**src/rtl/mips_pkg.sv**
```systemverilog
// Shared encodings for the five-stage pipeline: opcodes, functs, ALU codes,
// PC-source and forwarding selects, and the ID/EX control bundle.
package mips_pkg;

  localparam logic [5:0] OP_RTYPE = 6'h00;
  localparam logic [5:0] OP_J     = 6'h02;
  localparam logic [5:0] OP_JAL   = 6'h03;
  localparam logic [5:0] OP_BEQ   = 6'h04;
  localparam logic [5:0] OP_BNE   = 6'h05;
  localparam logic [5:0] OP_ADDI  = 6'h08;
  localparam logic [5:0] OP_ANDI  = 6'h0c;
  localparam logic [5:0] OP_ORI   = 6'h0d;
  localparam logic [5:0] OP_XORI  = 6'h0e;
  localparam logic [5:0] OP_LUI   = 6'h0f;
  localparam logic [5:0] OP_LW    = 6'h23;
  localparam logic [5:0] OP_SW    = 6'h2b;

  localparam logic [5:0] FN_SLL = 6'h00;
  localparam logic [5:0] FN_SRL = 6'h02;
  localparam logic [5:0] FN_SRA = 6'h03;
  localparam logic [5:0] FN_JR  = 6'h08;
  localparam logic [5:0] FN_ADD = 6'h20;
  localparam logic [5:0] FN_SUB = 6'h22;
  localparam logic [5:0] FN_AND = 6'h24;
  localparam logic [5:0] FN_OR  = 6'h25;
  localparam logic [5:0] FN_XOR = 6'h26;

  localparam logic [3:0] ALUC_ADD = 4'b0000;
  localparam logic [3:0] ALUC_SUB = 4'b0100;
  localparam logic [3:0] ALUC_AND = 4'b0001;
  localparam logic [3:0] ALUC_OR  = 4'b0101;
  localparam logic [3:0] ALUC_XOR = 4'b0010;
  localparam logic [3:0] ALUC_LUI = 4'b0110;
  localparam logic [3:0] ALUC_SLL = 4'b0011;
  localparam logic [3:0] ALUC_SRL = 4'b0111;
  localparam logic [3:0] ALUC_SRA = 4'b1111;

  typedef enum logic [1:0] {PC_SEQ, PC_BRANCH, PC_JR, PC_JUMP} pcsrc_e;
  typedef enum logic [1:0] {FWD_RF, FWD_EX_ALU, FWD_MEM_ALU, FWD_MEM_LOAD} fwd_e;

  typedef struct packed {
    logic       wreg;
    logic       m2reg;
    logic       wmem;
    logic       jal;
    logic       aluimm;
    logic       shift;
    logic [3:0] aluc;
    logic [4:0] rn;
  } idex_t;

  typedef struct packed {
    logic       wreg;
    logic       m2reg;
    logic       wmem;
    logic [4:0] rn;
  } exmem_t;

  typedef struct packed {
    logic       wreg;
    logic       m2reg;
    logic [4:0] rn;
  } memwb_t;

endpackage

```
**src/rtl/pipe_fwd_unit.sv**
```systemverilog
// Forwarding select and load-use hazard for one ID-stage source register.
// Purely combinational; EX-stage ALU results take priority over MEM.
module pipe_fwd_unit
  import mips_pkg::*;
(
  input  logic [4:0] src_i,
  input  logic       src_used_i,
  input  logic       ewreg_i,
  input  logic       em2reg_i,
  input  logic [4:0] ern_i,
  input  logic       mwreg_i,
  input  logic       mm2reg_i,
  input  logic [4:0] mrn_i,
  output logic [1:0] fwd_o,
  output logic       stall_o
);

  logic ex_hit;
  logic mem_hit;

  assign ex_hit  = ewreg_i & (ern_i != 5'd0) & (ern_i == src_i);
  assign mem_hit = mwreg_i & (mrn_i != 5'd0) & (mrn_i == src_i);

  always_comb begin
    fwd_o = FWD_RF;
    // A load in EX has no data yet; it is caught by the stall, then by MEM next cycle.
    if (ex_hit && !em2reg_i) begin
      fwd_o = FWD_EX_ALU;
    end else if (mem_hit) begin
      fwd_o = mm2reg_i ? FWD_MEM_LOAD : FWD_MEM_ALU;
    end
  end

  assign stall_o = src_used_i & ex_hit & em2reg_i;

endmodule

```
**src/rtl/pipe_id_ctrl.sv**
```systemverilog
// ID-stage control: decodes IF/ID, drives forwarding/stall/PC select, and
// carries control fields through ID/EX, EX/MEM, MEM/WB (1/2/3 cycles later).
module pipe_id_ctrl
  import mips_pkg::*;
(
  input  logic        clock,
  input  logic        resetn,
  input  logic [31:0] inst,
  input  logic        rsrtequ,
  output logic        wpcir,
  output logic [1:0]  pcsource,
  output logic [1:0]  fwda,
  output logic [1:0]  fwdb,
  output logic        regrt,
  output logic        sext,
  output logic [3:0]  ealuc,
  output logic        ealuimm,
  output logic        eshift,
  output logic        ejal,
  output logic        ewreg,
  output logic        em2reg,
  output logic        ewmem,
  output logic [4:0]  ern,
  output logic        mwreg,
  output logic        mm2reg,
  output logic        mwmem,
  output logic [4:0]  mrn,
  output logic        wwreg,
  output logic        wm2reg,
  output logic [4:0]  wrn
);

  logic [5:0] op, fn;
  logic [4:0] rs, rt, rd;
  logic       unused_sa;
  logic       writes, use_rs, use_rt;
  logic       stall_a, stall_b, stall;
  idex_t      dec, idex_d, idex_q;
  exmem_t     exmem_d, exmem_q;
  memwb_t     memwb_d, memwb_q;

  assign op        = inst[31:26];
  assign rs        = inst[25:21];
  assign rt        = inst[20:16];
  assign rd        = inst[15:11];
  assign fn        = inst[5:0];
  assign unused_sa = ^inst[10:6];

  always_comb begin
    dec      = '0;
    dec.aluc = ALUC_ADD;
    writes   = 1'b0;
    regrt    = 1'b0;
    sext     = 1'b0;
    use_rs   = 1'b0;
    use_rt   = 1'b0;
    pcsource = PC_SEQ;
    case (op)
      OP_RTYPE: begin
        writes = 1'b1;
        use_rs = 1'b1;
        use_rt = 1'b1;
        case (fn)
          FN_ADD: dec.aluc = ALUC_ADD;
          FN_SUB: dec.aluc = ALUC_SUB;
          FN_AND: dec.aluc = ALUC_AND;
          FN_OR:  dec.aluc = ALUC_OR;
          FN_XOR: dec.aluc = ALUC_XOR;
          FN_SLL: begin dec.aluc = ALUC_SLL; dec.shift = 1'b1; use_rs = 1'b0; end
          FN_SRL: begin dec.aluc = ALUC_SRL; dec.shift = 1'b1; use_rs = 1'b0; end
          FN_SRA: begin dec.aluc = ALUC_SRA; dec.shift = 1'b1; use_rs = 1'b0; end
          FN_JR:  begin writes = 1'b0; pcsource = PC_JR; end
          default: begin writes = 1'b0; use_rs = 1'b0; use_rt = 1'b0; end
        endcase
      end
      OP_ADDI: begin writes = 1'b1; dec.aluimm = 1'b1; regrt = 1'b1; sext = 1'b1; use_rs = 1'b1; end
      OP_ANDI: begin writes = 1'b1; dec.aluimm = 1'b1; regrt = 1'b1; use_rs = 1'b1; dec.aluc = ALUC_AND; end
      OP_ORI:  begin writes = 1'b1; dec.aluimm = 1'b1; regrt = 1'b1; use_rs = 1'b1; dec.aluc = ALUC_OR; end
      OP_XORI: begin writes = 1'b1; dec.aluimm = 1'b1; regrt = 1'b1; use_rs = 1'b1; dec.aluc = ALUC_XOR; end
      OP_LUI:  begin writes = 1'b1; dec.aluimm = 1'b1; regrt = 1'b1; dec.aluc = ALUC_LUI; end
      OP_LW: begin
        writes = 1'b1; dec.m2reg = 1'b1; dec.aluimm = 1'b1;
        regrt = 1'b1; sext = 1'b1; use_rs = 1'b1;
      end
      OP_SW: begin
        dec.wmem = 1'b1; dec.aluimm = 1'b1; regrt = 1'b1;
        sext = 1'b1; use_rs = 1'b1; use_rt = 1'b1;
      end
      OP_BEQ: begin
        dec.aluc = ALUC_SUB; regrt = 1'b1; sext = 1'b1; use_rs = 1'b1; use_rt = 1'b1;
        if (rsrtequ) pcsource = PC_BRANCH;
      end
      OP_BNE: begin
        dec.aluc = ALUC_SUB; regrt = 1'b1; sext = 1'b1; use_rs = 1'b1; use_rt = 1'b1;
        if (!rsrtequ) pcsource = PC_BRANCH;
      end
      OP_J:   pcsource = PC_JUMP;
      OP_JAL: begin writes = 1'b1; dec.jal = 1'b1; pcsource = PC_JUMP; end
      default: ;
    endcase
    dec.rn   = dec.jal ? 5'd31 : (regrt ? rt : rd);
    // r0 is hard-wired zero, so a write to it is dropped here rather than in WB.
    dec.wreg = writes & (dec.rn != 5'd0);
  end

  pipe_fwd_unit u_fwd_a (
    .src_i     (rs),
    .src_used_i(use_rs),
    .ewreg_i   (idex_q.wreg),
    .em2reg_i  (idex_q.m2reg),
    .ern_i     (idex_q.rn),
    .mwreg_i   (exmem_q.wreg),
    .mm2reg_i  (exmem_q.m2reg),
    .mrn_i     (exmem_q.rn),
    .fwd_o     (fwda),
    .stall_o   (stall_a)
  );

  pipe_fwd_unit u_fwd_b (
    .src_i     (rt),
    .src_used_i(use_rt),
    .ewreg_i   (idex_q.wreg),
    .em2reg_i  (idex_q.m2reg),
    .ern_i     (idex_q.rn),
    .mwreg_i   (exmem_q.wreg),
    .mm2reg_i  (exmem_q.m2reg),
    .mrn_i     (exmem_q.rn),
    .fwd_o     (fwdb),
    .stall_o   (stall_b)
  );

  assign stall = stall_a | stall_b;
  assign wpcir = ~stall;

  always_comb begin
    idex_d = dec;
    if (stall) begin
      idex_d.wreg  = 1'b0;
      idex_d.m2reg = 1'b0;
      idex_d.wmem  = 1'b0;
    end
    exmem_d = '{wreg: idex_q.wreg, m2reg: idex_q.m2reg, wmem: idex_q.wmem, rn: idex_q.rn};
    memwb_d = '{wreg: exmem_q.wreg, m2reg: exmem_q.m2reg, rn: exmem_q.rn};
  end

  always_ff @(posedge clock) begin
    if (!resetn) begin
      idex_q  <= '0;
      exmem_q <= '0;
      memwb_q <= '0;
    end else begin
      idex_q  <= idex_d;
      exmem_q <= exmem_d;
      memwb_q <= memwb_d;
    end
  end

  assign ealuc   = idex_q.aluc;
  assign ealuimm = idex_q.aluimm;
  assign eshift  = idex_q.shift;
  assign ejal    = idex_q.jal;
  assign ewreg   = idex_q.wreg;
  assign em2reg  = idex_q.m2reg;
  assign ewmem   = idex_q.wmem;
  assign ern     = idex_q.rn;
  assign mwreg   = exmem_q.wreg;
  assign mm2reg  = exmem_q.m2reg;
  assign mwmem   = exmem_q.wmem;
  assign mrn     = exmem_q.rn;
  assign wwreg   = memwb_q.wreg;
  assign wm2reg  = memwb_q.m2reg;
  assign wrn     = memwb_q.rn;

endmodule

```
**config.mk**
```make
export PLATFORM = sky130hd
export DESIGN_NAME = pipe_id_ctrl
export DESIGN_NICKNAME = d
export VERILOG_FILES = /design/src/rtl/mips_pkg.sv /design/src/rtl/pipe_fwd_unit.sv /design/src/rtl/pipe_id_ctrl.sv
export SDC_FILE = /design/constraint.sdc
export NUM_CORES = 1
export LEC_CHECK = 0
export BUFFER_PORTS_ARGS = -buffer_cell sky130_fd_sc_hd__buf_2
export CAP_MARGIN = 20
export CORE_AREA = 2 2 78 80
export DETAILED_ROUTE_END_ITERATION = 12
export DIE_AREA = 0 0 80 82
export GPL_ROUTABILITY_DRIVEN = 0
export SLEW_MARGIN = 20
export SYNTH_ARGS = -nofsm -noshare
export SYNTH_HDL_FRONTEND = slang
export SYNTH_SLANG_ARGS = --single-unit
export TNS_END_PERCENT = 10
```
**constraint.sdc**
```tcl
create_clock -name clock -period 3.5 [get_ports clock]
set_input_delay 0 -clock clock [delete_from_list [all_inputs] [get_ports clock]]
set_output_delay 0 -clock clock [all_outputs]
set_load 0.02 [all_outputs]
```
==> impl_metrics.csv <==
group,metric,value,unit
outcome,status,"finished clean",
clock_network,ctsHoldBuffers,1,
power,seq_power_share,45.7,%
logic_synthesis,synth_fp_nets,230,
die,die_y,82,um
final_layout,n_antenna_cell,0,
final_layout,syn_to_final_growth,29.2,%
routing,vias,1650,
power,powerDensity,367,mW/mm^2
logic_synthesis,synth-adder-area-share,0,%
sta,fmax,0.506,GHz
place,port_buffers,68,
die,die_area,0.00656,mm^2
sta,grt_setup_unrepaired,"false",
worst_setup_path,rrSetupSlack,1720,ps
logic_synthesis,synth_top_family_by_area,"simple AND/OR/NAND/NOR gates",
logic_synthesis,synthMuxAreaShare,3.64,%
routing,drtAntennaViolNets,0,
logic_synthesis,seq_area_frac_synth,35.6,%
worst_setup_path,crit_path_cell_trace,"or4_4 > o21ai_4 > nor3_2 > a22o_4 > inv_1 > buf_2",
grt,antenna_found_initial,0,
worst_setup_path,path_max_fanout,5,
logic_synthesis,synth-compound-area-share,14.8,%
routing,avgRoutedWirePerCell,13.1,um
worst_setup_path,crit_type,"flip-flop to output port",
logic_synthesis,yosys_warnings,0,
grt,gr-total-overflow,0,
sta,finalHoldViolations,0,
logic_synthesis,syn_area_per_cell,8.64,um^2
worst_setup_path,required,3500,ps
logic_synthesis,netlist_instances,195,
clock_network,cts-resized-gates,0,
logic_synthesis,synth_xor_area_share,10.9,%
routing,routed_via_density,4.88,
sta,fin_crit,1980,ps
sta,setup_viol,0,
die,core_area,0.00575,mm^2
final_layout,nNetsFinal,297,
worst_setup_path,r2r_start,"ern[1]",
clock_network,clk_latency,280,ps
sta,fin_worst_skew,2.89,ps
final_layout,drive_above_1_share,33.1,%
die,rows,28,
power,swShare,28.8,%
clock_network,clk_path_buf_depth,2,
routing,drc,0,
worst_setup_path,end_kind,"output port",
worst_hold_path,hold_depth,3,
clock_network,cts_num_sinks,30,
clock_network,post_cts_buffers,0,
worst_hold_path,hp-class,"primary input to flip-flop",
logic_synthesis,synthesis.area,0.00169,mm^2
worst_setup_path,slowest_delay,560,ps
place,place_area,0.00207,mm^2
sta,whs,32.6,ps
worst_hold_path,hold_start,"inst[14]",
routing,drt_first_pass_iters,4,
worst_setup_path,worst_setup_path_start_kind,"flip-flop",
sta,slew_violations,0,
die,die_w,80,um
sta,relSlewSlack,72.7,%
worst_setup_path,r2r_cells,5,
die,top_level_ports,74,
logic_synthesis,async_reset_ff_share,0,%
power,p_switching,0.230,mW
clock_network,h-tree-depth,2,
worst_setup_path,arrival,1980,ps
routing,drt_iter0_drc,49,
worst_setup_path,worstReg2RegEnd,"ewreg",
sta,setup_tns,0,ps
clock_network,cts_buffers,5,
grt,grt_usage,13.9,%
flow_run,max_cap_viol_count,0,
power,power_frac_comb,17.7,%
clock_network,cts_tree,"built",
power,ir_worst_vdd,136,uV
logic_synthesis,ys_types,43,
logic_synthesis,synth_ff_type,"dfxtp_1",
logic_synthesis,synthSimpleGateAreaFrac,30.9,%
grt,grt_pass1_wl,7070,um
power,power_leakage,0.964,nW
sta,tightest_slew,403,ps
final_layout,design_area,0.00218,mm^2
place,post-dp-hpwl,3450,um
worst_setup_path,worst_path_max_delay_cell,"or4_4",
power,clkPwrFrac,36.6,%
logic_synthesis,synth_edf_count,0,
routing,route.final.wire_length,4430,um
die,initial_utilization,29.3,%
clock_network,clkTransAtPathRegs,70,ps
worst_hold_path,hold_end,"ern[3]",
power,p_int,0.568,mW
grt,grt_pass1_vias,1530,
sta,post-route-period-util,56.5,%
clock_network,cts-root-buf,"clkbuf_8",
grt,grt_max_degree,20,
logic_synthesis,ys_ff_latch,30,
-- flip-flops by register name, summed over array words and instances (netlist names), 4 cells and up --
name	cells
mrn	5
wrn	5
ern	5
ealuc	4
-- metal layers --
layer,wire length [um],vias to the layer above,track usage [%]
met4,70,0,4.75
met2,2070,61,23.5
li1,-,826,-
met5,0,-,0
met3,333,8,3.96
met1,1960,755,17.1
-- final cells by class --
cell class | count | area, um^2
clock buffers | 6 | 82.6
clock inverters | 2 | 12.5
fillers | 630 | 3570
inverters | 6 | 22.5
multi-input cells | 150 | 1010
flip-flops and latches | 30 | 601
well taps | 75 | 93.8
repair buffers | 69 | 350
-- worst max-delay path: cells and delay by family (launching register included) --
| kind | cells | cell delay (ps) |
|---|---|---|
| DFF | 1 | 370 |
| AOI/OAI and AO/OA | 2 | 450 |
| buffers and inverters | 2 | 240 |
| and+or+nand+nor | 2 | 630 |
-- power by group through the flow --
| stage | logic (mW) | registers [mW] | clock network [mW] |
|---|---|---|---|
| 6_report | 0.142 | 0.365 | 0.292 |
| 5_1_grt | 0.157 | 0.366 | 0.317 |
| 4_1_cts | 0.142 | 0.365 | 0.301 |
| 3_5_place_dp | 0.141 | 0.373 | 0 |
| 3_3_place_gp | 0.138 | 0.373 | 0 |
| 2_1_floorplan | 0.0802 | 0.382 | 0 |
-- logic make-up (layout without fill, tap and decap cells) --
kind of cell,count (synthesis),in the layout
AND/OR/NAND/NOR,87,87
AO/OA/AOI/OAI,36,36
flip-flops,30,30
XOR/XNOR,21,21
buffers and inverters,15,83
multiplexers,6,6
-- synthesized netlist by cell type (all sizes together) (6+ instances only) --
library cell	count	area [um^2]
nor4	11	96.3
and2	14	88.8
xnor2	10	87.6
nor2b	6	37.5
nand2	8	30.0
inv	6	22.5
nor2	16	60.1
o21ai	11	66.3
xor2	11	96.3
nand3	10	50.1
a21oi	13	76.3
nor3	7	40.0
dfxtp	30	601
-- worst max-delay path by stage --
stage,from,cells past startpoint,slack [ps],end
floorplan,ern[1],5,1720,ewreg
global placement,ern[3],5,1750,ewreg
detailed placement,ern[1],5,1720,ewreg
CTS,ern[1],6,1530,wpcir
global route,ern[3],6,1470,wpcir
finish,ern[1],6,1520,wpcir
-- through the flow --
step | cells | setup WS [ps] | util, % | power, mW
finish | 338 | 1520 | 37.9 | 0.799
global route | 338 | 1470 | 37.9 | 0.840
global placement | 329 | 1750 | 36.1 | 0.511
detailed placement | 329 | 1720 | 36.1 | 0.513
floorplan | 195 | 1720 | - | 0.463
CTS | 338 | 1530 | 37.9 | 0.808
-- placed cells by master (no fill, tap or decap), types with 3 or more instances in the layout --
cell type  count
buf_2         68
o21ai_0        9
o21a_1         3
dfxtp_1       30
nor3_1         6
nand2_1        8
nor2b_1        6
a21oi_1       12
mux2i_1        5
nand2b_1       3
or4_1          3
inv_1          6
nor2_1        16
and2_1        13
nor4_1         8
clkbuf_8       6
xnor2_1       10
nand3_1       10
xor2_1        11
(Power assumes the default switching activity.)
